File: src/rtl/puf_capture_ctrl_pkg.sv
// Shared definitions for the PUF capture controller: FSM encoding,
// settings-register offsets and control-word bit positions.
package puf_capture_ctrl_pkg;

   typedef enum logic [2:0] {
      ST_IDLE    = 3'd0,
      ST_SKIP    = 3'd1,
      ST_CAPTURE = 3'd2,
      ST_DRAIN   = 3'd3,
      ST_DONE    = 3'd4
   } state_e;

   localparam logic [7:0] SR_CTRL    = 8'd0;
   localparam logic [7:0] SR_SKIP    = 8'd1;
   localparam logic [7:0] SR_LEN     = 8'd2;
   localparam logic [7:0] SR_TIMEOUT = 8'd3;

   localparam int CTRL_START_BIT = 0;
   localparam int CTRL_ABORT_BIT = 1;

   // Absolute settings address of a register offset relative to a base.
   function automatic logic [7:0] sr_addr(input int base, input logic [7:0] off);
      return 8'(base) + off;
   endfunction

endpackage

File: src/rtl/puf_capture_regs.sv
// Settings-bus decode: holds skip/length/timeout registers and turns
// control writes into single-cycle start/abort pulses.
module puf_capture_regs
   import puf_capture_ctrl_pkg::*;
#(
   parameter int CNT_WIDTH = 14,
   parameter int SR_BASE   = 0
) (
   input  logic                 clk,
   input  logic                 reset,
   input  logic                 set_stb_i,
   input  logic [7:0]           set_addr_i,
   input  logic [31:0]          set_data_i,
   input  logic                 busy_i,
   output logic                 start_o,
   output logic                 abort_o,
   output logic [CNT_WIDTH-1:0] skip_len_o,
   output logic [CNT_WIDTH-1:0] cap_len_o,
   output logic [31:0]          drain_timeout_o
);

   logic                 ctrl_hit;
   logic                 skip_hit;
   logic                 len_hit;
   logic                 to_hit;
   logic [CNT_WIDTH-1:0] skip_len_q;
   logic [CNT_WIDTH-1:0] cap_len_q;
   logic [31:0]          drain_timeout_q;

   // Address decode of the current settings write.
   always_comb begin
      ctrl_hit = set_stb_i && (set_addr_i == sr_addr(SR_BASE, SR_CTRL));
      skip_hit = set_stb_i && (set_addr_i == sr_addr(SR_BASE, SR_SKIP));
      len_hit  = set_stb_i && (set_addr_i == sr_addr(SR_BASE, SR_LEN));
      to_hit   = set_stb_i && (set_addr_i == sr_addr(SR_BASE, SR_TIMEOUT));
   end

   // Control bits act only in the write cycle; abort dominates a combined write.
   assign abort_o = ctrl_hit & set_data_i[CTRL_ABORT_BIT];
   assign start_o = ctrl_hit & set_data_i[CTRL_START_BIT] & ~set_data_i[CTRL_ABORT_BIT];

   // Configuration registers, frozen while a run is in progress.
   always_ff @(posedge clk) begin
      if (reset) begin
         skip_len_q      <= '0;
         cap_len_q       <= '0;
         drain_timeout_q <= '0;
      end else if (!busy_i) begin
         if (skip_hit) skip_len_q      <= set_data_i[CNT_WIDTH-1:0];
         if (len_hit)  cap_len_q       <= set_data_i[CNT_WIDTH-1:0];
         if (to_hit)   drain_timeout_q <= set_data_i;
      end
   end

   assign skip_len_o      = skip_len_q;
   assign cap_len_o       = cap_len_q;
   assign drain_timeout_o = drain_timeout_q;

endmodule

File: src/rtl/puf_capture_ctrl.sv
// Capture controller: skips a number of radio IQ beats, forwards a fixed
// window to the PUF datapath, then waits for the PUF result (or a timeout).
module puf_capture_ctrl
   import puf_capture_ctrl_pkg::*;
#(
   parameter int DATA_WIDTH = 16,
   parameter int CNT_WIDTH  = 14,
   parameter int SR_BASE    = 0
) (
   input  logic                    clk,
   input  logic                    reset,
   input  logic                    set_stb,
   input  logic [7:0]              set_addr,
   input  logic [31:0]             set_data,
   input  logic [2*DATA_WIDTH-1:0] in_tdata,
   input  logic                    in_tvalid,
   input  logic                    in_tlast,
   output logic                    in_tready,
   output logic [2*DATA_WIDTH-1:0] puf_tdata,
   output logic                    puf_tvalid,
   output logic                    puf_tlast,
   input  logic                    puf_tready,
   input  logic                    res_tvalid,
   input  logic                    res_tlast,
   output logic                    res_tready,
   output logic                    busy,
   output logic                    done,
   output logic                    timeout,
   output logic [15:0]             res_count
);

   logic                 start;
   logic                 abort;
   logic [CNT_WIDTH-1:0] skip_len_r;
   logic [CNT_WIDTH-1:0] cap_len_r;
   logic [31:0]          drain_to_r;

   state_e               state_q;
   logic [CNT_WIDTH-1:0] skip_len_q;
   logic [CNT_WIDTH-1:0] cap_len_q;
   logic [31:0]          drain_to_q;
   logic [CNT_WIDTH-1:0] skip_cnt_q;
   logic [CNT_WIDTH-1:0] beat_cnt_q;
   logic [31:0]          timer_q;
   logic                 busy_q;
   logic                 done_q;
   logic                 timeout_q;
   logic [15:0]          res_count_q;

   logic                 capturing;
   logic                 cap_last;
   logic                 cap_hs;
   logic                 res_hs;
   logic                 unused_in_tlast;

   puf_capture_regs #(
      .CNT_WIDTH (CNT_WIDTH),
      .SR_BASE   (SR_BASE)
   ) u_regs (
      .clk             (clk),
      .reset           (reset),
      .set_stb_i       (set_stb),
      .set_addr_i      (set_addr),
      .set_data_i      (set_data),
      .busy_i          (busy_q),
      .start_o         (start),
      .abort_o         (abort),
      .skip_len_o      (skip_len_r),
      .cap_len_o       (cap_len_r),
      .drain_timeout_o (drain_to_r)
   );

   // The radio's own framing is irrelevant; the window length defines tlast.
   assign unused_in_tlast = in_tlast;

   // Zero-latency pass-through in CAPTURE; input is drained everywhere else.
   always_comb begin
      capturing  = (state_q == ST_CAPTURE);
      cap_last   = capturing && (beat_cnt_q == cap_len_q - 1'b1);
      cap_hs     = capturing && in_tvalid && puf_tready;
      res_hs     = res_tvalid;
      in_tready  = capturing ? puf_tready : 1'b1;
      puf_tvalid = capturing && in_tvalid;
      puf_tlast  = cap_last;
      puf_tdata  = in_tdata;
      res_tready = 1'b1;
   end

   // Main run sequencer with its counters and registered status flags.
   always_ff @(posedge clk) begin
      if (reset) begin
         state_q     <= ST_IDLE;
         skip_len_q  <= '0;
         cap_len_q   <= '0;
         drain_to_q  <= '0;
         skip_cnt_q  <= '0;
         beat_cnt_q  <= '0;
         timer_q     <= '0;
         busy_q      <= 1'b0;
         done_q      <= 1'b0;
         timeout_q   <= 1'b0;
         res_count_q <= '0;
      end else begin
         done_q <= 1'b0;

         if (res_hs && (state_q == ST_CAPTURE || state_q == ST_DRAIN) &&
             (res_count_q != 16'hFFFF)) begin
            res_count_q <= res_count_q + 16'd1;
         end

         if (abort) begin
            state_q <= ST_IDLE;
            busy_q  <= 1'b0;
         end else begin
            case (state_q)
               ST_IDLE: begin
                  if (start && (cap_len_r != '0)) begin
                     skip_len_q  <= skip_len_r;
                     cap_len_q   <= cap_len_r;
                     drain_to_q  <= drain_to_r;
                     skip_cnt_q  <= '0;
                     beat_cnt_q  <= '0;
                     timer_q     <= '0;
                     res_count_q <= '0;
                     busy_q      <= 1'b1;
                     state_q     <= (skip_len_r != '0) ? ST_SKIP : ST_CAPTURE;
                  end
               end
               ST_SKIP: begin
                  if (in_tvalid) begin
                     if (skip_cnt_q == skip_len_q - 1'b1) begin
                        state_q <= ST_CAPTURE;
                     end else begin
                        skip_cnt_q <= skip_cnt_q + 1'b1;
                     end
                  end
               end
               ST_CAPTURE: begin
                  if (cap_hs) begin
                     if (cap_last) begin
                        state_q <= ST_DRAIN;
                        timer_q <= '0;
                     end else begin
                        beat_cnt_q <= beat_cnt_q + 1'b1;
                     end
                  end
               end
               ST_DRAIN: begin
                  // A result tlast in the same cycle as the timeout wins.
                  if (res_hs && res_tlast) begin
                     state_q   <= ST_DONE;
                     done_q    <= 1'b1;
                     busy_q    <= 1'b0;
                     timeout_q <= 1'b0;
                  end else if ((drain_to_q != '0) && (timer_q == drain_to_q - 32'd1)) begin
                     state_q   <= ST_DONE;
                     done_q    <= 1'b1;
                     busy_q    <= 1'b0;
                     timeout_q <= 1'b1;
                  end else if (timer_q != '1) begin
                     timer_q <= timer_q + 32'd1;
                  end
               end
               ST_DONE: begin
                  state_q <= ST_IDLE;
               end
               default: begin
                  state_q <= ST_IDLE;
                  busy_q  <= 1'b0;
               end
            endcase
         end
      end
   end

   assign busy      = busy_q;
   assign done      = done_q;
   assign timeout   = timeout_q;
   assign res_count = res_count_q;

endmodule

File: config.mk
export PLATFORM = sky130hd
export DESIGN_NAME = puf_capture_ctrl
export DESIGN_NICKNAME = d
export VERILOG_FILES = /design/src/rtl/puf_capture_ctrl_pkg.sv /design/src/rtl/puf_capture_regs.sv /design/src/rtl/puf_capture_ctrl.sv
export SDC_FILE = /design/constraint.sdc
export NUM_CORES = 1
export LEC_CHECK = 0
export CAP_MARGIN = 20
export CORE_ASPECT_RATIO = 1.4
export CORE_MARGIN = 3
export CORE_UTILIZATION = 48
export DETAILED_ROUTE_END_ITERATION = 7
export GPL_TIMING_DRIVEN = 0
export PLACE_DENSITY = 0.8
export SLEW_MARGIN = 20
export SYNTH_ARGS = -nofsm -noshare
export SYNTH_HDL_FRONTEND = slang
export SYNTH_SLANG_ARGS = --single-unit
File: constraint.sdc
create_clock -name clk -period 8.8 [get_ports clk]
set_input_delay 1.32 -clock clk [delete_from_list [all_inputs] [get_ports clk]]
set_output_delay 1.32 -clock clk [all_outputs]
set_load 0.02 [all_outputs]
==> results of run 1 <==
==> final timing paths <==
path | start | to | slack, ps | cells after the start
setup / recovery | cap_len_q[0] | puf_tlast | 4030 | 9
hold / removal | u_regs.drain_timeout_o[4] | u_regs.drain_timeout_o[4] | 450 | 2
setup reg to reg | drain_to_q[0] | timer_q[19] | 4640 | 14
hold reg to reg | u_regs.drain_timeout_o[4] | u_regs.drain_timeout_o[4] | 450 | 2
==> sequential cells by signal (all words and copies together) (netlist names), 3 cells and up <==
| name | count |
|---|---|
| drain_to_q | 32 |
| u_regs.skip_len_o | 14 |
| state_q | 3 |
| skip_cnt_q | 14 |
| u_regs.drain_timeout_o | 32 |
| u_regs.cap_len_o | 14 |
| cap_len_q | 14 |
| skip_len_q | 14 |
| timer_q | 32 |
| beat_cnt_q | 14 |
| res_count | 16 |
==> cell type report <==
class	instances	area share (%)
plain buffers	106	4.346
clock buffers	28	4.928
clock inverters	11	1.136
inverters	24	0.7111
multi-input cells	999	46.25
flip-flops and latches	202	31.92
well taps	292	2.884
repair buffers	99	7.822
==> per-stage QoR <==
step,worst slack [ps],hold slack [ps]
after global placement,3871,442.9
after floorplan,5202,436.6
after detailed placement,4149,446.5
after CTS,4007,454.6
final,4031,454.2
after global routing,3834,471.5
==> report_power, final <==
part / leakage, nW / internal [mW] / switching, mW
clock: 0.378 / 0.592 / 0.380
sequential: 1.63 / 0.915 / 0.00108
combinational: 2.50 / 0.0453 / 0.0456
==> metal layers <==
metal	track usage, %	vias up	wire length (microns)
met4	11.22	0	1438
met3	4.262	99	1558
met2	45.10	315	15060
met1	25.12	4693	10830
met5	0	-	0
li1	-	4857	-
==> cells in the final DEF, fill, tap and decap left out, types with 10 or more instances in the layout <==
master	instances
nor2_1	110
a21oi_1	130
o211ai_1	10
or3_1	26
buf_4	33
xnor2_1	57
nor4_1	23
o21ai_0	33
clkbuf_16	23
dfxtp_1	202
xor2_1	54
clkdlybuf4s50_1	99
or4_1	12
nand4_1	28
nor3_1	31
inv_1	24
and3_1	23
nand2_1	242
mux2i_1	37
nand3_1	40
clkbuf_1	65
==> logic make-up (layout without fill, tap and decap cells) <==
family	after synthesis	after routing	share of synthesized area (%)
other	1	1	0.03558
AO/OA/AOI/OAI	245	245	14.15
AND/OR/NAND/NOR	596	596	27.58
XOR/XNOR	111	111	9.225
buffers and inverters	130	268	6.079
flip-flops	202	202	38.37
adder cells (fa/ha/maj)	7	7	0.8310
multiplexers	39	39	3.728
==> worst max-delay path, cell delays in order, from the launching register on <==
cell             delay (ps)
dfxtp_1                 390
inv_1                    90
ha_1                    260
nor3b_1                 360
nand3b_1                150
xnor2_1                 160
a2111oi_0               440
and4_1                  310
and3_1                  180
clkdlybuf4s50_1         600
==> impl_metrics.toml, run 1 <==
[finish]
finalInstanceArea_sq_mm = 0.01267
multi_input_area_sq_mm = 0.005859
drive_gt1_share_pct = 7.216
syn2layout_area_growth_pct = 20.21
finalCoreUtilization_pct = 59.30
fillCellCount = 1929
antenna_cells = 0
fin_nets = 1541
area.sequential_sq_mm = 0.004044
final_cells = 1761

[timing]
rsz0062_at_grt = "false"
drv_slew = 0
period_needed_ps = 4769
finalSetupViolCount = 0
tightestPinTransition_ps = 1094
setup_tns_ps = 0
fin_crit_sh_pct = 54.19
relSlewSlack_pct = 26.59
clock_skew_ps = 12.95
hold_violations = 0
fmax_ghz = 0.2097

[pwr]
p_leak_nw = 4.501
power_density_mw_per_mm2 = 156.2
ir_drop_mv = 0.1675
p_total_mw = 1.979

[route]
vias_per_cell = 5.658
wirelength_mm = 28.89
vias = 9964
dr.pass1.iters = 5
ant_nets = 0
wire_per_inst_microns = 16.40
dr.first_iter.drc_count = 580
drcViolationCount = 0

[clocking]
post_cts_buffers = 0
clk_path_buf_depth = 3
clock-sinks = 202
cts_root_buf = "clkbuf_16"
cts_tree = "done"
ctsHoldBuffers = 0
cts-resized-gates = 0
clk_latency_ps = 510
htreeDepth = 1
clk_pin_slew_ps = 60
cts_buffers = 22

[setup_path]
setup.worst_path.class = "flip-flop to primary output"
worstSetupEndpointType = "primary output"
arrival_ps = 3450
crit_fanout = 6
cp.required_ps = 7480
cp-start-kind = "flip-flop"

[status]
status = "complete, no violations"

[synthesis]
synth-edff-count = 0
synth_warnings = 0
yosys.area.top_type = "dfxtp_1"
ys.flop_type = "dfxtp_1"
synth-async-reset-ratio_pct = 0
ys_seq_area_share_pct = 38.37
syn_nets = 1418
syn_inst = 1331
yosys_register_bits = 202
synth_top_area_share_pct = 38.37
synthTopCellsByArea = "dfxtp_1 38%, nand2_1 8.6%, a21oi_1 6.2%, xnor2_1 4.7%, xor2_1 4.5%"
synth_area_per_cell_sq_um = 7.918
ys_types = 81
post-synth-top-count-cell = "nand2_1"
yosys-top-cells-count = "242 x nand2_1, 202 x dfxtp_1, 130 x a21oi_1"
synthesis.area_sq_mm = 0.01054

[die]
num_io_pins = 135
dieWidth_microns = 131.2
core_area_sq_mm = 0.02136
fp.dieH_microns = 181.3
start_util_pct = 49.34
fp.dieArea_sq_mm = 0.02380
rows = 63

[placed_design]
placed_cell_area_sq_mm = 0.01190
dp.cells = 1722
gp_congestion = 0.9178
port_buffers = 99
hpwl_mm = 22.09

[flow_run]
drv_cap = 0

[hold_path]
hp-class = "flip-flop to flip-flop"

[global_route]
grt-ovfl-total = 0
grt_max_degree = 16
grt_antenna_before_repair = 0
grt_usage_pct = 23.71
grt_pass1_wl_mm = 47.82
grt_pass1_vias = 9866
No activity file was read; power rests on OpenSTA's default activity.
==> inputs of run 2 (changes only) <==
clock period = 4.5 ns   (was 8.8 ns; I/O delays follow)
==> results of run 2 <==
Same layout as run 1 (identical final DEF). Status: complete, no violations.
Main changes from that run: setup slack after placement 4149 ps -> 413.0 ps; setup slack after layout 4031 ps -> 336.3 ps; start point of the critical path cap_len_q[0] -> drain_to_q[0]; end point of the critical path puf_tlast -> timer_q[19]; register-to-register setup slack 4640 ps -> 340 ps; total power 1.979 mW -> 3.870 mW; worst IR drop on VDD 0.1675 mV -> 0.3276 mV
